--- src/rtl/pcs25g_errinj_pkg.sv ---
// ---------------------------------------------------------------------------
// pcs25g_errinj_pkg
// Shared definitions for the pcs25g testbench error-injector scheduler:
// injector mode codes and the campaign sequencing state enum.
// Ports: none (package).
// ---------------------------------------------------------------------------
package pcs25g_errinj_pkg;

  // Injector 2-bit mode encoding (bit-error ratio selected by the injector).
  localparam logic [1:0] ERRINJ_NONE = 2'b00;
  localparam logic [1:0] ERRINJ_E3   = 2'b01;
  localparam logic [1:0] ERRINJ_E5   = 2'b10;
  localparam logic [1:0] ERRINJ_E7   = 2'b11;

  // Campaign sequencing states.
  typedef enum logic [2:0] {
    IDLE   = 3'd0,
    SETTLE = 3'd1,
    RUN    = 3'd2,
    DRAIN  = 3'd3,
    DONE   = 3'd4
  } sched_state_e;

  // Mode code that produces errors (anything other than NONE).
  function automatic logic mode_injects(input logic [1:0] mode);
    return mode != ERRINJ_NONE;
  endfunction

endpackage

--- src/rtl/rr_arbiter.sv ---
// ---------------------------------------------------------------------------
// rr_arbiter
// Purely combinational round-robin arbiter. The search for a set request
// starts at index ptr and wraps; the first set bit found wins.
// Ports:
//   req       in  N_REQ  request vector
//   ptr       in  PTR_W  index with highest priority this round
//   winner_c  out N_REQ  one-hot winner (all zero when req is zero)
// ---------------------------------------------------------------------------
module rr_arbiter #(
  parameter int unsigned N_REQ = 4,
  localparam int unsigned PTR_W = (N_REQ > 1) ? $clog2(N_REQ) : 1
) (
  input  logic [N_REQ-1:0] req,
  input  logic [PTR_W-1:0] ptr,
  output logic [N_REQ-1:0] winner_c
);

  logic [2*N_REQ-1:0] dbl_req;
  logic [2*N_REQ-1:0] dbl_win;
  logic [N_REQ-1:0]   rot_req;
  logic [N_REQ-1:0]   rot_win;

  // Rotate so ptr sits at bit 0, isolate the lowest set bit, rotate back.
  always_comb begin
    dbl_req  = {req, req} >> ptr;
    rot_req  = dbl_req[N_REQ-1:0];
    rot_win  = rot_req & (~rot_req + N_REQ'(1));
    dbl_win  = {rot_win, rot_win} << ptr;
    winner_c = dbl_win[2*N_REQ-1:N_REQ];
  end

endmodule

--- src/rtl/err_inject_sched.sv ---
// ---------------------------------------------------------------------------
// err_inject_sched
// Scheduler in front of the pcs25g testbench error injector. Arbitrates
// round-robin between N_REQ campaign requesters and sequences the injector
// mode: apply mode, wait SETTLE_CYC, hold for len words, return to NONE,
// wait SETTLE_CYC, then pulse done to the owner. One campaign at a time.
//
// Optional statistics counters are enabled by defining ERRINJ_SCHED_STATS_EN.
//
// Ports:
//   clk                in   clock shared with the injector
//   reset              in   synchronous active-high reset
//   req                in   per-requester request level
//   req_mode           in   per-requester mode, slice i = [2i+1:2i]
//   req_len            in   per-requester campaign length in words
//   abort              in   pulse terminating the active campaign
//   grant              out  one-hot injector owner, held for the campaign
//   done               out  one-cycle pulse to the owner at campaign end
//   aborted            out  with done: campaign ended by abort
//   inj_mode           out  injector mode input
//   inj_active         out  high while the campaign mode is on the injector output
//   busy               out  high in every state except IDLE
//   words_left         out  remaining RUN words, 0 outside RUN
//   campaigns_done     out  (stats build) saturating count of completed campaigns
//   campaigns_aborted  out  (stats build) saturating count of aborted campaigns
// ---------------------------------------------------------------------------
module err_inject_sched
  import pcs25g_errinj_pkg::*;
#(
  parameter int unsigned N_REQ      = 4,
  parameter int unsigned LEN_W      = 16,
  parameter int unsigned SETTLE_CYC = 2
) (
  input  logic                   clk,
  input  logic                   reset,
  input  logic [N_REQ-1:0]       req,
  input  logic [2*N_REQ-1:0]     req_mode,
  input  logic [LEN_W*N_REQ-1:0] req_len,
  input  logic                   abort,
  output logic [N_REQ-1:0]       grant,
  output logic [N_REQ-1:0]       done,
  output logic                   aborted,
  output logic [1:0]             inj_mode,
  output logic                   inj_active,
  output logic                   busy,
  output logic [LEN_W-1:0]       words_left
`ifdef ERRINJ_SCHED_STATS_EN
  ,
  output logic [15:0]            campaigns_done,
  output logic [15:0]            campaigns_aborted
`endif
);

  localparam int unsigned PTR_W = (N_REQ > 1) ? $clog2(N_REQ) : 1;
  localparam int unsigned CNT_W = (SETTLE_CYC > 1) ? $clog2(SETTLE_CYC) : 1;
  localparam logic [CNT_W-1:0] CNT_LAST = CNT_W'(SETTLE_CYC - 1);
  localparam logic [PTR_W-1:0] PTR_MAX  = PTR_W'(N_REQ - 1);

  sched_state_e      state;
  logic [PTR_W-1:0]  ptr;
  logic [LEN_W-1:0]  len_q;
  logic [CNT_W-1:0]  cnt;
  logic              abort_q;

  logic [N_REQ-1:0]  winner_c;
  logic [1:0]        win_mode_c;
  logic [LEN_W-1:0]  win_len_c;
  logic [PTR_W-1:0]  owner_idx_c;
  logic [PTR_W-1:0]  ptr_next_c;

  rr_arbiter #(
    .N_REQ (N_REQ)
  ) u_arb (
    .req      (req),
    .ptr      (ptr),
    .winner_c (winner_c)
  );

  // Select the winner's mode and length slices.
  always_comb begin
    win_mode_c = '0;
    win_len_c  = '0;
    for (int i = 0; i < N_REQ; i++) begin
      win_mode_c = win_mode_c | (req_mode[2*i +: 2] & {2{winner_c[i]}});
      win_len_c  = win_len_c  | (req_len[LEN_W*i +: LEN_W] & {LEN_W{winner_c[i]}});
    end
  end

  // Owner index from the one-hot grant; the next round starts just after it.
  always_comb begin
    owner_idx_c = '0;
    for (int i = 0; i < N_REQ; i++) begin
      if (grant[i]) begin
        owner_idx_c = PTR_W'(i);
      end
    end
    ptr_next_c = (owner_idx_c == PTR_MAX) ? '0 : owner_idx_c + PTR_W'(1);
  end

  // Campaign sequencer with registered outputs.
  always_ff @(posedge clk) begin
    if (reset) begin
      state      <= IDLE;
      ptr        <= '0;
      len_q      <= '0;
      cnt        <= '0;
      abort_q    <= 1'b0;
      grant      <= '0;
      done       <= '0;
      aborted    <= 1'b0;
      inj_mode   <= ERRINJ_NONE;
      inj_active <= 1'b0;
      busy       <= 1'b0;
      words_left <= '0;
`ifdef ERRINJ_SCHED_STATS_EN
      campaigns_done    <= '0;
      campaigns_aborted <= '0;
`endif
    end else begin
      done    <= '0;
      aborted <= 1'b0;
      case (state)
        IDLE: begin
          if (|req) begin
            grant    <= winner_c;
            inj_mode <= win_mode_c;
            len_q    <= win_len_c;
            cnt      <= CNT_LAST;
            abort_q  <= 1'b0;
            busy     <= 1'b1;
            state    <= SETTLE;
          end
        end

        SETTLE: begin
          if (abort) begin
            abort_q  <= 1'b1;
            inj_mode <= ERRINJ_NONE;
            cnt      <= CNT_LAST;
            state    <= DRAIN;
          end else if (cnt == '0) begin
            if (len_q == '0) begin
              // Zero-length campaign skips RUN entirely.
              inj_mode <= ERRINJ_NONE;
              cnt      <= CNT_LAST;
              state    <= DRAIN;
            end else begin
              words_left <= len_q;
              inj_active <= 1'b1;
              state      <= RUN;
            end
          end else begin
            cnt <= cnt - CNT_W'(1);
          end
        end

        RUN: begin
          // The final word wins over a coincident abort.
          if (words_left == LEN_W'(1) || abort) begin
            abort_q    <= (words_left != LEN_W'(1));
            inj_mode   <= ERRINJ_NONE;
            inj_active <= 1'b0;
            words_left <= '0;
            cnt        <= CNT_LAST;
            state      <= DRAIN;
          end else begin
            words_left <= words_left - LEN_W'(1);
          end
        end

        DRAIN: begin
          if (cnt == '0) begin
            done    <= grant;
            aborted <= abort_q;
            state   <= DONE;
`ifdef ERRINJ_SCHED_STATS_EN
            if (campaigns_done != 16'hFFFF) begin
              campaigns_done <= campaigns_done + 16'd1;
            end
            if (abort_q && campaigns_aborted != 16'hFFFF) begin
              campaigns_aborted <= campaigns_aborted + 16'd1;
            end
`endif
          end else begin
            cnt <= cnt - CNT_W'(1);
          end
        end

        DONE: begin
          grant <= '0;
          busy  <= 1'b0;
          ptr   <= ptr_next_c;
          state <= IDLE;
        end

        default: begin
          state <= IDLE;
        end
      endcase
    end
  end

endmodule
--- config.mk ---
export PLATFORM = sky130hd
export DESIGN_NAME = err_inject_sched
export DESIGN_NICKNAME = d
export VERILOG_FILES = /design/src/rtl/pcs25g_errinj_pkg.sv /design/src/rtl/rr_arbiter.sv /design/src/rtl/err_inject_sched.sv
export SDC_FILE = /design/constraint.sdc
export NUM_CORES = 1
export LEC_CHECK = 0
export BUFFER_PORTS_ARGS = -buffer_cell sky130_fd_sc_hd__buf_2
export CAP_MARGIN = 20
export CORE_MARGIN = 2
export CORE_UTILIZATION = 45
export DETAILED_ROUTE_END_ITERATION = 8
export PLACE_DENSITY = 0.87
export SYNTH_ARGS = -nofsm -noshare
export SYNTH_HDL_FRONTEND = slang
export SYNTH_SLANG_ARGS = --single-unit
--- constraint.sdc ---
create_clock -name clk -period 1.6 [get_ports clk]
set_input_delay 0.08 -clock clk [delete_from_list [all_inputs] [get_ports clk]]
set_output_delay 0.08 -clock clk [all_outputs]
set_load 0.005 [all_outputs]
# Word level (Yosys, flattened, before mapping)
# Index checks and enable logic that the tools add are counted.
[totals] reg_bits=52 in_bits=79 out_inout_bits=29
[op_classes] addsub=4 eq_ne=16 n_shift=2 n_mux=41 bitwise=17 n_reduce_logical=17
[ops] op="$and 16x16->16" count=4
[ops] op="$mux 16" count=4
[ops] op="$or 16x16->16" count=3
[ops] op="$pmux 16 s2" count=1
[ops] op="$eq 16x1->1 const B" count=1
[ops] op="$logic_not 16->1" count=1
[ops] op="$mux 2" count=8
[ops] op="$ne 16x1->1 const B" count=1
[ops] op="$sub 16x1->16 const B" count=1
[ops] op="$mux 1" count=15
[ops] op="$mux 3" count=5
[ops] op="$ne 2x2->1 const B" count=7
[ops] op="$pmux 3 s4" count=1
[ops] op="$reduce_and 4->1" count=3
[ops] op="$reduce_and 5->1" count=2
[ops] op="$and 2x2->2" count=4
[ops] op="$pmux 4 s2" count=1
[ops] op="$shl 8x2->8" count=1
[ops] op="$shr 8x2->4" count=1
[ops] op="$eq 3x2->1 const B" count=2
[ops] op="$ne 3x3->1 const B" count=2
[ops] op="$or 2x2->2" count=3
[ops] op="$pmux 2 s3" count=1
[ops] op="$add 4x1->4 const B" count=1
[ops] op="21 further kinds" count=24

# Depth between registers and ports, before layout
# Gate-level depths: netlist of the first run.
[depth] depth_word=11 mapped_depth=9 ltp_nobuf=7

# Cells and area by module
# A second synthesis of the first run with hierarchy kept.
[unflattened] cells_unflattened=352 area_unflattened_um2=2947.8
[modules_own_cells] module="err_inject_sched" n_inst=1 cells_per_inst=336 area_per_inst_um2=2849.0 seq_area_each_um2=1041.0
[modules_own_cells] module="rr_arbiter" n_inst=1 cells_per_inst=16 area_per_inst_um2=98.8 seq_area_each_um2=0.0

# Worst setup path after synthesis of the first run
# OpenSTA, ideal clock, no wires.
[synth_path] kind="register to register" startpoint="reg words_left[1]" endpoint="reg words_left[10]" setup_ps=86 arrival_time_ps=1726 t_required_ps=1514 path_slack_ps=-212 stages_incl_launch_ff=10 n_path_buf=2 period_less_slack_ps=1812 cell_sequence="dfxtp_1 > inv_1 > ha_1 > nor4b_1 > and4_1 > buf_4 > nor2_2 > buf_4 > o41ai_1 > a211oi_1"
[synth_between] elab_chain_len=4 elab_cells_between_ends=5
[synth_lines] item="start, declared" line="err_inject_sched.sv:46" rtl="output logic [LEN_W-1:0] words_left"
[synth_lines] item="start signal, assigned" line="err_inject_sched.sv:148" rtl="words_left <= len_q;"
[synth_lines] item="start signal, assigned" line="err_inject_sched.sv:167" rtl="words_left <= words_left - LEN_W'(1);"
[synth_lines] item="branches (longest 2 deep; another with $sub 16x1->16)"
[synth_lines] item="$mux 16 (*)" line="err_inject_sched.sv:159" rtl="if (words_left == LEN_W'(1) || abort) begin"
[synth_lines] item="$pmux 16 s2 (*)" line="err_inject_sched.sv:122" rtl="case (state)"
# Every way passes the cells marked *.
# A chain may end at the register's enable or synchronous reset.

# Worst setup path after layout of the first run
[layout_path] startpoint="reg words_left[1]" endpoint="reg inj_mode[0]"
[layout_between] elab_chain_len=4
[layout_lines] item="$eq 16x1->1" line="err_inject_sched.sv:159"
[layout_lines] item="$logic_or 1x1->1" line="err_inject_sched.sv:159"
[layout_lines] item="$ne 2x2->1 (no source line)"
[layout_lines] item="$reduce_and 5->1 (no source line)"
[layout_lines] item="end signal, assigned" line="err_inject_sched.sv:126" rtl="inj_mode <= win_mode_c;"
[layout_lines] item="end, declared" line="err_inject_sched.sv:43" rtl="output logic [1:0] inj_mode,"
# Every way passes these cells.

==> impl_metrics.json, run 1 <==
{
  "grt_pass1_wl_um": 18500,
  "dpl_cell_area_sq_mm": 0.00416,
  "setup_ws_ps": -262,
  "core-area_sq_mm": 0.00628,
  "synthCells": 350,
  "yosysUniqueCellTypes": 58,
  "finalPower_mw": 5.55,
  "top_layer_used": "met4",
  "dpl.cell_count": 588,
  "drc": 0,
  "drtPass1Iterations": 7,
  "synth_edf_count": 0,
  "grt_pass1_vias": 3758,
  "worstPathArrival_ps": 2080,
  "fin_nets": 627,
  "vias": 4194,
  "slew-limit-headroom_pct": 69.9,
  "ys_dominant_reg_cell": "dfxtp_1",
  "insertion_delay_ps": 320,
  "routedLengthMet1_um": 5060,
  "min_path_type": "primary input to flip-flop",
  "grt-ovfl-total": 0,
  "skew_ps": 9.48,
  "antenna_found_initial": 0,
  "gp_congestion": 0.937,
  "worstHoldStart": "reset",
  "drive_gt1_share_pct": 61.6,
  "grt_max_degree": 19,
  "vdd_drop_max_mv": 0.663,
  "hold_ws_ps": 95.4,
  "timing.final.crit_period_ps": 1860,
  "dpl.hpwl_um": 7500,
  "finalSetupTns_ps": -3880,
  "fmax_mhz": 537,
  "fp.dieW_um": 84.3,
  "route.met2.wl_um": 6870,
  "totalWireLength_um": 14600,
  "clock_path_buffers": 2,
  "drtIter0Drc": 427,
  "hold_depth": 2,
  "num_rows": 29,
  "slew_viol_final": 0,
  "cts.clk_slew.worst_paths_ps": 110,
  "hold_viol_final": 0,
  "wire_per_inst_um": 23.4,
  "status": "complete, but fails checks",
  "start_kind": "flip-flop",
  "vias_per_cell": 6.72,
  "syn_to_final_growth_pct": 75.9,
  "worst_pin_slew_ps": 450,
  "r2r-start": "words_left[1]$_SDFFE_PP0P_",
  "die_y_um": 84.3,
  "cts_made_buffers": 5,
  "hold_buffers": 0,
  "min_period_over_period_pct": 116,
  "synth_seq_cells": 52,
  "met3WireLength_um": 1510,
  "crit_start": "words_left[1]$_SDFFE_PP0P_",
  "cts_tree": "yes",
  "portBuffers": 107,
  "syn_nets": 431,
  "fin_area_sq_mm": 0.00510,
  "setup_viol": 31,
  "synth_area_sq_mm": 0.00290,
  "synthArstFlopShare_pct": 0,
  "syn_area_per_cell_sq_um": 8.29,
  "ys_warn_count": 0,
  "maxCapViolCount": 0,
  "diodes": 0,
  "cts-root-buf": "clkbuf_8",
  "endpoint_kind": "flip-flop",
  "rsz0062_at_grt": "true",
  "power_density_mw_per_mm2": 1090,
  "fillers": 311,
  "required_ps": 1820,
  "seq_area_frac_synth_pct": 35.9,
  "initial_core_util_pct": 46.2,
  "ant_nets": 0,
  "crit_type": "flip-flop to flip-flop",
  "p_leak_nw": 2.20,
  "io_pins": 108,
  "htreeDepth": 2,
  "die-area_sq_mm": 0.00711,
  "clkSinkCount": 52,
  "violations": "negative setup slack",
  "final_cells": 624,
  "rr_worst_depth": 8,
  "critical_path.max_fanout": 2,
  "track_usage_pct": 32.5
}
==> cell usage after synthesis (3+ instances only) <==
library cell  count  area share (%)
a32oi_1           4             1.2
and2_1           10             2.2
a211oi_1         17             4.4
inv_1            11             1.4
a21oi_1          33             5.7
a22oi_1          18             4.7
buf_4             4             1.0
o21ai_0          14             2.4
nor2_1           30             3.9
nand3_1           9             1.6
a221oi_1         19             5.7
a31oi_1           6             1.3
a221o_1           4             1.4
nor4_2            3             1.3
buf_2            11             1.9
nand2_1          25             3.2
nand4_1           5             1.1
nor4_1            9             1.9
nor3_1           11             1.9
clkbuf_1         10             1.3
dfxtp_1          52              36
==> sequential cells by signal, indices dropped and copies added (netlist names) <==
register / cells
busy: 1
state: 3
ptr: 2
cnt: 1
done: 4
len_q: 16
inj_active: 1
words_left: 16
abort_q: 1
inj_mode: 2
grant: 4
aborted: 1
==> layout by cell type, fill, tap and decap left out, types with 5 or more instances in the layout <==
cell type	count
nor4_4	8
a21oi_4	6
nor3_2	6
a21oi_1	16
o21ai_2	5
clkbuf_8	5
buf_2	107
buf_4	83
a221oi_2	16
a22oi_1	15
dfxtp_2	11
a21oi_2	12
nand2_1	21
inv_1	9
nand4_1	5
buf_6	20
dfxtp_1	37
nand3_1	9
and2_1	8
nor2_1	30
a211oi_1	14
a31oi_1	5
o21ai_0	7
==> metrics by stage <==
step | setup WS (ps) | utilization (%)
2_1_floorplan | -110 | -
3_3_place_gp | -169 | 66.2
3_5_place_dp | -247 | 66.2
4_1_cts | -122 | 74.6
5_1_grt | -303 | 81.3
6_report | -262 | 81.3
==> routing by layer <==
| metal | up-vias | global-route usage, % |
|---|---|---|
| li1 | 1743 | - |
| met1 | 1916 | 36.4 |
| met2 | 412 | 58.4 |
| met3 | 123 | 6.49 |
| met4 | 0 | 15.8 |
| met5 | - | 0 |
==> cell families after synthesis <==
| logic type | Yosys count | synth area share, % |
|---|---|---|
| AO/OA/AOI/OAI | 134 | 32.7 |
| XOR/XNOR | 2 | 0.604 |
| adder cells (fa/ha/maj) | 2 | 0.862 |
| buffers and inverters | 38 | 6.17 |
| flip-flops | 52 | 35.9 |
| multiplexers | 1 | 0.388 |
| AND/OR/NAND/NOR | 121 | 23.4 |
==> power breakdown <==
group	leakage [nW]	internal (mW)	switching (mW)
Clock	0.0558	0.474	0.498
Sequential	0.433	1.47	0.184
Combinational	1.71	1.39	1.53
Total	2.20	3.33	2.22
==> final cells by class <==
type | instances | area [sq um] | area share (%)
timing repair buffer | 215 | 1480 | 29.1
sequential | 52 | 1070 | 21.0
clock inverter | 2 | 38.8 | 0.760
multi-input combinational | 261 | 2290 | 45.0
tap | 77 | 96.3 | 1.89
clock buffer | 6 | 72.6 | 1.42
inverter | 11 | 46.3 | 0.907
==> final timing paths <==
kind                                                  to  slack, ps
worst min register to register   inj_active$_SDFFE_PP0P_        480
worst min-delay path                 ptr[0]$_SDFFE_PP0P_        100
worst max register to register  inj_mode[0]$_SDFFE_PP0P_       -260
worst max-delay path            inj_mode[0]$_SDFFE_PP0P_       -260
==> repair_timing <==
item | CTS | global route
buffers inserted | 20 | 11
pin swaps | 44 | 43
resized for setup | 72 | 74
gates cloned | 0 | 3
endpoints found under the setup margin | 36 | 37
==> worst max-delay path: stages (launching register included) <==
cell	delay (ps)
dfxtp_4	370
inv_4	80
ha_4	130
nor4b_4	220
and4_4	290
buf_6	120
o21a_4	160
a21oi_4	70
a221o_1	340
(Power assumes the default switching activity.)
==> inputs of run 2 (changes only) <==
--- a/config.mk
+++ b/config.mk
@@ -8,9 +8,9 @@
 export BUFFER_PORTS_ARGS = -buffer_cell sky130_fd_sc_hd__buf_2
 export CAP_MARGIN = 20
 export CORE_MARGIN = 2
-export CORE_UTILIZATION = 45
+export CORE_UTILIZATION = 53
 export DETAILED_ROUTE_END_ITERATION = 8
-export PLACE_DENSITY = 0.87
+export PLACE_DENSITY = 0.95
 export SYNTH_ARGS = -nofsm -noshare
 export SYNTH_HDL_FRONTEND = slang
 export SYNTH_SLANG_ARGS = --single-unit
==> constraint.sdc (replaced) <==
create_clock -name clk -period 2.24 [get_ports clk]
set_input_delay 0.112 -clock clk [delete_from_list [all_inputs] [get_ports clk]]
set_output_delay 0.112 -clock clk [all_outputs]
set_load 0.005 [all_outputs]
==> impl_metrics.json, run 2 (synthesized netlist as in run 1, its figures left out) <==
{
  "status": "finished clean",
  "portBuffers": 107,
  "vias": 3306,
  "syn_to_final_growth_pct": 24.1,
  "antenna_found_initial": 0,
  "worst_pin_slew_ps": 668,
  "drc": 0,
  "io_pins": 108,
  "slowest_stage": "dfxtp_1",
  "crit_type": "flip-flop to flip-flop",
  "cts_tree": "yes",
  "worstPathArrival_ps": 2200,
  "min_to": "inj_mode[0]$_SDFFE_PP0P_",
  "wire_per_inst_um": 16.4,
  "cts_resized": 0,
  "r2r-start": "words_left[0]$_SDFFE_PP0P_",
  "r2r_end": "inj_mode[0]$_SDFFE_PP0P_",
  "core-area_sq_mm": 0.00520,
  "rsz0062_at_grt": "false",
  "timing.final.crit_period_ps": 2010,
  "grt_pass1_wl_um": 14000,
  "required_ps": 2440,
  "skew_ps": 5.15,
  "grt-ovfl-total": 0,
  "top_regs": "len_q (16), words_left (16)",
  "htreeDepth": 2,
  "power_density_mw_per_mm2": 770,
  "cts_made_buffers": 5,
  "drive_gt1_share_pct": 32.2,
  "final_common_cell": "buf_2",
  "endpoint_kind": "flip-flop",
  "postCtsSetupBuffers": 0,
  "drtIter0Drc": 345,
  "worstPathCellList": "ha_1, nor4b_1, and4_1, o21a_4, a21oi_2, a221o_1",
  "slew_viol_final": 0,
  "final_cells": 524,
  "gp_congestion": 0.933,
  "critPathTopFamily": "compound AO/OA/AOI/OAI gates",
  "vdd_drop_max_mv": 0.499,
  "num_rows": 26,
  "seq_area_sq_mm": 0.00104,
  "critical_path.max_fanout": 7,
  "cts.clk_slew.worst_paths_ps": 90,
  "hold_buffers": 0,
  "track_usage_pct": 28.1,
  "dpl.hpwl_um": 6530,
  "p_leak_nw": 1.53,
  "min_path_type": "primary input to flip-flop",
  "slew-limit-headroom_pct": 55.1,
  "insertion_delay_ps": 300,
  "clock_path_buffers": 2,
  "fillers": 451,
  "setup_viol": 0,
  "initial_core_util_pct": 55.7,
  "fp.dieW_um": 78.0,
  "fin_nets": 534,
  "fmax_mhz": 498,
  "hold_depth": 3,
  "min_period_over_period_pct": 89.6,
  "finalPower_mw": 2.77,
  "drtPass1Iterations": 5,
  "die-area_sq_mm": 0.00608,
  "finalSetupTns_ps": 0,
  "ant_nets": 0,
  "ff2ff_setup_slack_ps": 230,
  "start_kind": "flip-flop",
  "diodes": 0,
  "vias_per_cell": 6.31,
  "hold_viol_final": 0,
  "cts-root-buf": "clkbuf_8",
  "dpl.cell_count": 516,
  "maxCapViolCount": 0,
  "worstHoldStart": "req_mode[4]",
  "totalWireLength_um": 8580,
  "rr_worst_depth": 6,
  "grt_max_degree": 30,
  "grt_pass1_vias": 3061,
  "clkSinkCount": 52,
  "crit_path_max_incr_delay_ps": 470,
  "final_cell_mix": "buf_2, dfxtp_1, a21oi_1",
  "multi_input_area_sq_mm": 0.00168,
  "crit_buf_inv": 0,
  "die_y_um": 78.0
}
[run 2: cell count changes in the layout (fill, tap and decap cells not counted), sizes merged]
cell,previous run,this run
and2,11,10
clkinvlp,0,1
inv,12,11
buf,214,123
bufinv,1,0
[run 2: routing by layer]
metal	share of wire [%]	track usage, %	vias to the layer above
met5	0	0	-
met4	2.5	10.2	0
met3	8.5	5.47	29
met2	50	47.8	193
met1	39	35.3	1537
li1	-	-	1547
[run 2: how the worst max path moves through the flow]
stage | from | end | cells past startpoint
global route | words_left[0]$_SDFFE_PP0P_ | abort_q$_SDFFE_PP0P_ | 6
finish | words_left[0]$_SDFFE_PP0P_ | inj_mode[0]$_SDFFE_PP0P_ | 6
CTS | words_left[0]$_SDFFE_PP0P_ | inj_mode[0]$_SDFFE_PP0P_ | 6
floorplan | words_left[1]$_SDFFE_PP0P_ | words_left[10]$_SDFFE_PP0P_ | 9
global placement | words_left[0]$_SDFFE_PP0P_ | inj_mode[0]$_SDFFE_PP0P_ | 6
detailed placement | words_left[0]$_SDFFE_PP0P_ | inj_mode[0]$_SDFFE_PP0P_ | 6
[run 2: cell type report]
class                      instances  area share (%)
clock buffer                       7            2.40
clock inverter                     1           0.208
inverter                          11            1.15
multi-input combinational        260            46.7
sequential                        52            28.9
tap                               70            2.43
timing repair buffer             123            18.2
[run 2: power by group]
group	leakage [nW]	total, mW	internal (mW)	switching [mW]
Clock	0.0445	0.550	0.252	0.298
Combinational	1.05	1.02	0.473	0.551
Sequential	0.426	1.20	1.04	0.155
[run 2: metrics by stage]
step | instance area [sq um] | util (%) | setup slack, ps | hold WS, ps
6_report | 3600 | 69.2 | 232 | 137
5_1_grt | 3600 | 69.2 | 44.2 | 156
4_1_cts | 3600 | 69.2 | 254 | 137
3_5_place_dp | 3510 | 67.4 | 264 | 458
3_3_place_gp | 3510 | 67.4 | 342 | 436
2_1_floorplan | 2900 | - | 428 | 351
[run 2: worst reg2reg max path, delay by kind of cell, from the launching register on]
kind,cells,cell delay [ps]
AND/OR/NAND/NOR,2,630
AO/OA/AOI/OAI,3,630
flip-flops,1,470
adder cells (fa/ha/maj),1,180
